File: src/rtl/spi_ram_ctrl.sv
// spi_ram_ctrl: single-port byte RAM with a 2-bit command decoder.
// It sits behind an SPI slave. Each 10-bit received word carries a command
// in bits [9:8] and a payload in bits [7:0].
//   cmd 00: load write pointer    cmd 01: write data at write pointer
//   cmd 10: load read pointer     cmd 11: read data at read pointer
// Data commands that arrive before their pointer has been loaded are
// rejected and pulse err.
//
// Parameters:
//   MEM_DEPTH  number of bytes; must equal 2**ADDR_SIZE
//   ADDR_SIZE  pointer width (1..8); taken from din[ADDR_SIZE-1:0]
//   AUTO_INC   nonzero: post-increment the pointer after each data access
//
// Ports:
//   SCK       clock; all state changes on its rising edge
//   rst       asynchronous active-high reset
//   din       received word from the SPI slave
//   rx_valid  one-cycle strobe qualifying din
//   dout      read data to the SPI slave; holds until the next good read
//   tx_valid  one-cycle strobe, one cycle after a good read command
//   err       one-cycle strobe on a data command with no pointer loaded
module spi_ram_ctrl #(
  parameter int MEM_DEPTH = 256,
  parameter int ADDR_SIZE = 8,
  parameter int AUTO_INC  = 0
) (
  input  logic       SCK,
  input  logic       rst,
  input  logic [9:0] din,
  input  logic       rx_valid,
  output logic [7:0] dout,
  output logic       tx_valid,
  output logic       err
);

  typedef enum logic [1:0] {
    CmdWrAddr = 2'b00,
    CmdWrData = 2'b01,
    CmdRdAddr = 2'b10,
    CmdRdData = 2'b11
  } cmd_e;

  logic [7:0]           mem [MEM_DEPTH];
  logic [ADDR_SIZE-1:0] wr_addr;
  logic [ADDR_SIZE-1:0] rd_addr;
  logic                 wr_addr_valid;
  logic                 rd_addr_valid;

  cmd_e                 cmd;
  logic [ADDR_SIZE-1:0] payload_addr;
  logic                 mem_we;

  always_comb begin
    cmd          = cmd_e'(din[9:8]);
    payload_addr = din[ADDR_SIZE-1:0];
    mem_we       = rx_valid && (cmd == CmdWrData) && wr_addr_valid;
  end

  // Storage has no reset so it can map onto a plain RAM macro. A write
  // lands on the same edge that samples the command, so a read command in
  // the very next word already sees the new byte.
  always_ff @(posedge SCK) begin
    if (mem_we) begin
      mem[wr_addr] <= din[7:0];
    end
  end

  // Pointers wrap for free: MEM_DEPTH == 2**ADDR_SIZE, so ADDR_SIZE-bit
  // arithmetic rolls MEM_DEPTH-1 over to 0.
  always_ff @(posedge SCK or posedge rst) begin
    if (rst) begin
      dout          <= 8'h00;
      tx_valid      <= 1'b0;
      err           <= 1'b0;
      wr_addr       <= '0;
      rd_addr       <= '0;
      wr_addr_valid <= 1'b0;
      rd_addr_valid <= 1'b0;
    end else begin
      tx_valid <= 1'b0;
      err      <= 1'b0;
      if (rx_valid) begin
        unique case (cmd)
          CmdWrAddr: begin
            wr_addr       <= payload_addr;
            wr_addr_valid <= 1'b1;
          end
          CmdWrData: begin
            if (wr_addr_valid) begin
              if (AUTO_INC != 0) begin
                wr_addr <= wr_addr + 1'b1;
              end
            end else begin
              err <= 1'b1;
            end
          end
          CmdRdAddr: begin
            rd_addr       <= payload_addr;
            rd_addr_valid <= 1'b1;
          end
          CmdRdData: begin
            if (rd_addr_valid) begin
              dout     <= mem[rd_addr];
              tx_valid <= 1'b1;
              if (AUTO_INC != 0) begin
                rd_addr <= rd_addr + 1'b1;
              end
            end else begin
              err <= 1'b1;
            end
          end
          default: ;
        endcase
      end
    end
  end

endmodule

File: config.mk
export PLATFORM = sky130hd
export DESIGN_NAME = spi_ram_ctrl
export DESIGN_NICKNAME = d
export VERILOG_FILES = /design/src/rtl/spi_ram_ctrl.sv
export SDC_FILE = /design/constraint.sdc
export NUM_CORES = 2
export LEC_CHECK = 0
export ABC_AREA = 0
export BUFFER_PORTS_ARGS = -buffer_cell sky130_fd_sc_hd__buf_2
export CORE_UTILIZATION = 50
export CTS_BUF_LIST = sky130_fd_sc_hd__clkbuf_2 sky130_fd_sc_hd__clkbuf_4 sky130_fd_sc_hd__clkbuf_8
export CTS_CLUSTER_SIZE = 14
export DETAILED_ROUTE_END_ITERATION = 8
export PLACE_DENSITY_LB_ADDON = 0.08
export SLEW_MARGIN = 20
export SYNTH_ARGS = -nofsm -noshare
export SYNTH_HDL_FRONTEND = slang
export SYNTH_SLANG_ARGS = --single-unit
export TNS_END_PERCENT = 100
File: constraint.sdc
create_clock -name SCK -period 4.6 [get_ports SCK]
set_input_delay 0.23 -clock SCK [delete_from_list [all_inputs] [get_ports SCK]]
set_output_delay 0.23 -clock SCK [all_outputs]
set_load 0.02 [all_outputs]
Word-level counts from Yosys, hierarchy flattened
Memories as Yosys holds them, arrays and structs flattened. A register that Yosys moved wholly into a read port is not among the register bits.
Cells that the tools add are included.
{"block": "totals", "ff_bits": 20, "latch_bits": 0, "ramBits": 2048, "input_bits": 13, "mem_count": 1, "mem_bits_ro": 0}
{"name": "mem", "words": 256, "width": 8, "read_ports": 1, "rd_clocked_by_memory_dff": 1, "wr": 1, "line": "43", "rtl": "logic [7:0] mem [MEM_DEPTH];"}
{"block": "op_classes", "magnitude_cmp": 0, "n_bitwise": 0, "add_sub_neg": 0, "mul": 0, "n_reduce_logical": 6, "n_eq_ne": 3, "div": 0, "shift": 0, "mux": 9}
{"operator": "2-to-1 mux 1 bit", "count": 8}
{"operator": "equality test 2 bit (second input constant)", "count": 2}
{"operator": "AND reduction 2 bit", "count": 2}
{"operator": "AND reduction 3 bit", "count": 1}
{"operator": "equality test 2 x 1 -> 1 bit (second input constant)", "count": 1}
{"operator": "logical AND 1 bit", "count": 2}
{"operator": "zero test 2 bit", "count": 1}
{"operator": "one-hot mux 1 bit (2 select lines)", "count": 1}

Logic depth before layout (Yosys ltp)
{"block": "logic_depth", "ltp_word": 5, "ltp_mapped": 12, "ltp_nobuf": 7}

Least setup slack after synthesis
OpenSTA, ideal clock, no wires.
{"block": "synth_timing", "kind": "register to register", "start": "register wr_addr_valid", "end": "memory mem[112][0] (enable)", "path_buffers": 3, "setup_ns": 0.370, "period_less_slack_ns": 2.300, "arrival_ns": 1.930, "setup_slack_ns": 2.300, "path_stages_with_launch": 8, "cell_sequence": "dfrtp_1 -> nor2b_1 -> nor2b_1 -> clkbuf_1 -> clkbuf_1 -> nand3_1 -> clkbuf_1 -> nor2_1"}
{"block": "synth_via", "elab_chain_len": 3}
{"element": "start: declaration", "line": "46", "rtl": "logic wr_addr_valid;"}
{"element": "start signal: assignment", "line": "77", "rtl": "wr_addr_valid <= 1'b0;"}
{"element": "start signal: assignment", "line": "86", "rtl": "wr_addr_valid <= 1'b1;"}
{"element": "logical AND 1 bit", "line": "56", "rtl": "mem_we = rx_valid && (cmd == CmdWrData) && wr_addr_valid;"}
{"element": "2-to-1 mux 1 bit", "line": "63", "rtl": "if (mem_we) begin"}
{"element": "2-to-1 mux 1 bit (not written as such)", "line": "64", "rtl": "mem[wr_addr] <= din[7:0];"}
{"element": "end: declaration", "line": "43"}
Every way passes these cells.

==> impl_metrics.tcl <==
set metrics [dict create \
    core_area_mm2 0.161 \
    seqCellArea_mm2 0.0622 \
    via_per_inst 6.22 \
    globalRouteOverflowTotal 0 \
    switching_power_mw 11.2 \
    skew_ns 0.0797 \
    path_cells "buf_12 > buf_4 > mux4_2 > a22oi_1 > nand2_1 > nor3_1 > nor4_1 > a32oi_1 > o41ai_2" \
    syn_area_mm2 0.0812 \
    min_period_ns 4.07 \
    synth_top_area_share 0.757 \
    cap_violations 0 \
    cts-root-buf "clkbuf_8" \
    synth_nets 4081 \
    nets 4386 \
    antenna_found_initial 10 \
    worst-path-buf-inv 2 \
    slew_viol_final 0 \
    vdd_ir_drop_max_mv 0.347 \
    synthAdderAreaFrac 0 \
    tightest_slew_ns 1.20 \
    wl_per_cell_um 33.3 \
    status "complete, no violations" \
    ant_nets 0 \
    synthMuxAreaShare 0.143 \
    fin_area_mm2 0.0905 \
    dp_cells 6163 \
    cts.sinks 2076 \
    track_usage 0.278 \
    worst_hold_slack_ns 0.342 \
    grt_max_degree 150 \
    syn_to_final_growth_pct 11.4 \
    multi_input_area_mm2 0.0173 \
    synthSimpleGateAreaFrac 0.0277 \
    worstSetupStartpoint "rd_addr[0]" \
    critPathArrivalTime_ns 4.96 \
    clk_path_buf_depth 4 \
    avgSynthCellArea_um2 20.0 \
    p_per_area_mw_per_mm2 470 \
    fin_cells 6777 \
    synth_flop_cell "edfxtp_1" \
    p_clk_frac 0.365 \
    drive_gt1_frac 0.226 \
    synthTopCellsByCount "2048 x edfxtp_1, 379 x mux2i_1, 303 x mux4_2" \
    end_kind "register" \
    cp.required_ns 5.48 \
    h-tree-depth 5 \
    die_y_um 405 \
    ys_seq_area_frac 0.766 \
    cpLargestDelayFamily "simple AND/OR/NAND/NOR gates" \
    cts.clk_slew.worst_paths_ns 0.06 \
    p_comb_frac 0.137 \
    drt_pass1_iterations 5 \
    die_area_mm2 0.164 \
    cts_buffers 351 \
    cts_tree "built" \
    place_hpwl_mm 140 \
    holdCritStartpoint "din[1]" \
    rsz0062_at_grt "no" \
    rows 147 \
    dr.first_iter.drc_count 4723 \
    intPower_mw 31.3 \
    ys.warnings.count 0 \
    final-hold-violation-count 0 \
    total_power_mw 42.5 \
    die_w_um 405 \
    slowest_stage "dfrtp_4" \
    fmax_mhz 245 \
    yosysTopAreaCell "edfxtp_1" \
    seq_power_share 0.498 \
    globalplace.congestion 0.879 \
    routed_wl_mm 225 \
    yosysMostFrequentCell "edfxtp_1" \
    max_stage_delay_ns 0.79 \
    synth_top_family_by_area "multiplexers" \
    ctsResizeCount 0 \
    port_buffers 22 \
    crit_fanout 19 \
    synth_xor_area_frac 0 \
    post_cts_buffers 0 \
    grt_pass1_vias 42151 \
    synthArstFlopShare 0.0135 \
    wl_met3_mm 18.4 \
    io_pins 23 \
    fill_cells 12368 \
    syn-instance-count 4068 \
    vias 42159 \
    synthTopCellsByArea "edfxtp_1 76%, mux4_2 8.4%, mux2i_1 4.7%, nor2_1 1.4%, mux4_1 1.0%" \
    highest_layer "met5" \
    ys_seq_elements 2076 \
    worstSetupPathType "reg -> reg" \
    synth_edf_count 2048 \
    switching_share 0.264 \
    insertion_delay_ns 1.07 \
    setup_tns_ns 0 \
    hold_path.class "in -> reg" \
    r2r-start "rd_addr[0]" \
    met1_length_mm 95.5 \
    place_area_mm2 0.0839 \
    grt_pass1_wl_mm 318 \
    cp-start-kind "register" \
    dr_wl_met2_mm 105 \
    drc 0 \
    relSlewSlack 0.201 \
    period_share 0.886 \
    setup_violations 0 \
    initial_utilization 0.505 \
    synth_cell_types 69 \
    leakagePower_nw 29.0 \
    synth_compound_area_frac 0.0412 \
]
[final timing paths]
kind                       cells past startpoint             to  slack [ns]
hold / removal                                 2    mem[226][1]        0.34
setup reg to reg                               9        dout[7]        0.53
hold reg to reg                                1  wr_addr_valid        0.49
min in group asynchronous                      5        dout[4]        0.45
setup / recovery                               9        dout[7]        0.53
max in group asynchronous                      5     rd_addr[1]        3.67
[area by class of cell]
type	instances	share of cell area
Sequential cell	2076	0.688
Multi-Input combinational cell	1741	0.191
Clock buffer	483	0.0650
Tap cell	2160	0.0299
Timing Repair Buffer	196	0.0203
Clock inverter	108	0.00557
Inverter	7	0.000318
Antenna cell	6	0.000166
[layout by cell type, fill, tap and decap left out, types with 17 or more instances in the layout]
| cell type | count |
|---|---|
| o22ai_1 | 120 |
| nor2_1 | 294 |
| mux4_1 | 32 |
| mux2i_1 | 379 |
| a22oi_1 | 40 |
| a211oi_1 | 49 |
| nand3_1 | 30 |
| clkinv_2 | 26 |
| buf_12 | 24 |
| buf_4 | 133 |
| mux4_2 | 303 |
| a221oi_1 | 24 |
| o221ai_1 | 60 |
| clkinv_1 | 77 |
| clkbuf_8 | 365 |
| mux2_2 | 17 |
| dlygate4sd3_1 | 17 |
| clkbuf_4 | 123 |
| nand2_1 | 116 |
| dfrtp_1 | 24 |
| edfxtp_1 | 2048 |
| nor3_1 | 22 |
| o21ai_0 | 44 |
| a21oi_1 | 67 |
[logic make-up after synthesis]
logic type	count (synthesis)
AO/OA/AOI/OAI	478
buffers and inverters	251
flip-flops	2076
multiplexers	731
AND/OR/NAND/NOR	532
[metrics by stage]
step	setup WS, ns	utilization
after floorplan	2.30	-
after global placement	0.617	0.521
after detailed placement	0.597	0.521
after CTS	0.572	0.562
after global routing	0.592	0.562
final	0.527	0.562
[routing by layer]
| metal | track usage | vias to the layer above |
|---|---|---|
| li1 | - | 17485 |
| met3 | 0.0559 | 385 |
| met1 | 0.403 | 22375 |
| met5 | 0 | - |
| met2 | 0.423 | 1912 |
| met4 | 0.0913 | 2 |
[state kept, by name, summed over array words and instances, names as in the netlist]
signal and count:
err 1, tx_valid 1, wr_addr_valid 1, dout 8
rd_addr 8, rd_addr_valid 1, mem 2048, wr_addr 8
[repair_timing]
item / 4_1_cts / 5_1_grt
hold buffers: 17 / 0
endpoints found under the hold margin: 849 / 0
setup endpoints to repair: 0 / 0
[power by group through the flow]
stage	clock network, mW	logic, mW	registers (mW)
after floorplan	0	3.68	21.3
after global placement	0	5.81	21.5
after detailed placement	0	5.82	21.5
after CTS	15.7	5.84	21.2
after global routing	16.5	6.08	21.1
final	15.5	5.83	21.2
[worst reg2reg max path: cells and delay by family, from the launching register on]
kind,cells,cell delay (ns)
AO/OA/AOI/OAI,3,0.85
multiplexers,1,0.59
AND/OR/NAND/NOR,3,1.07
flip-flops,1,0.79
buffers and inverters,2,0.63
(Power assumes the default switching activity.)
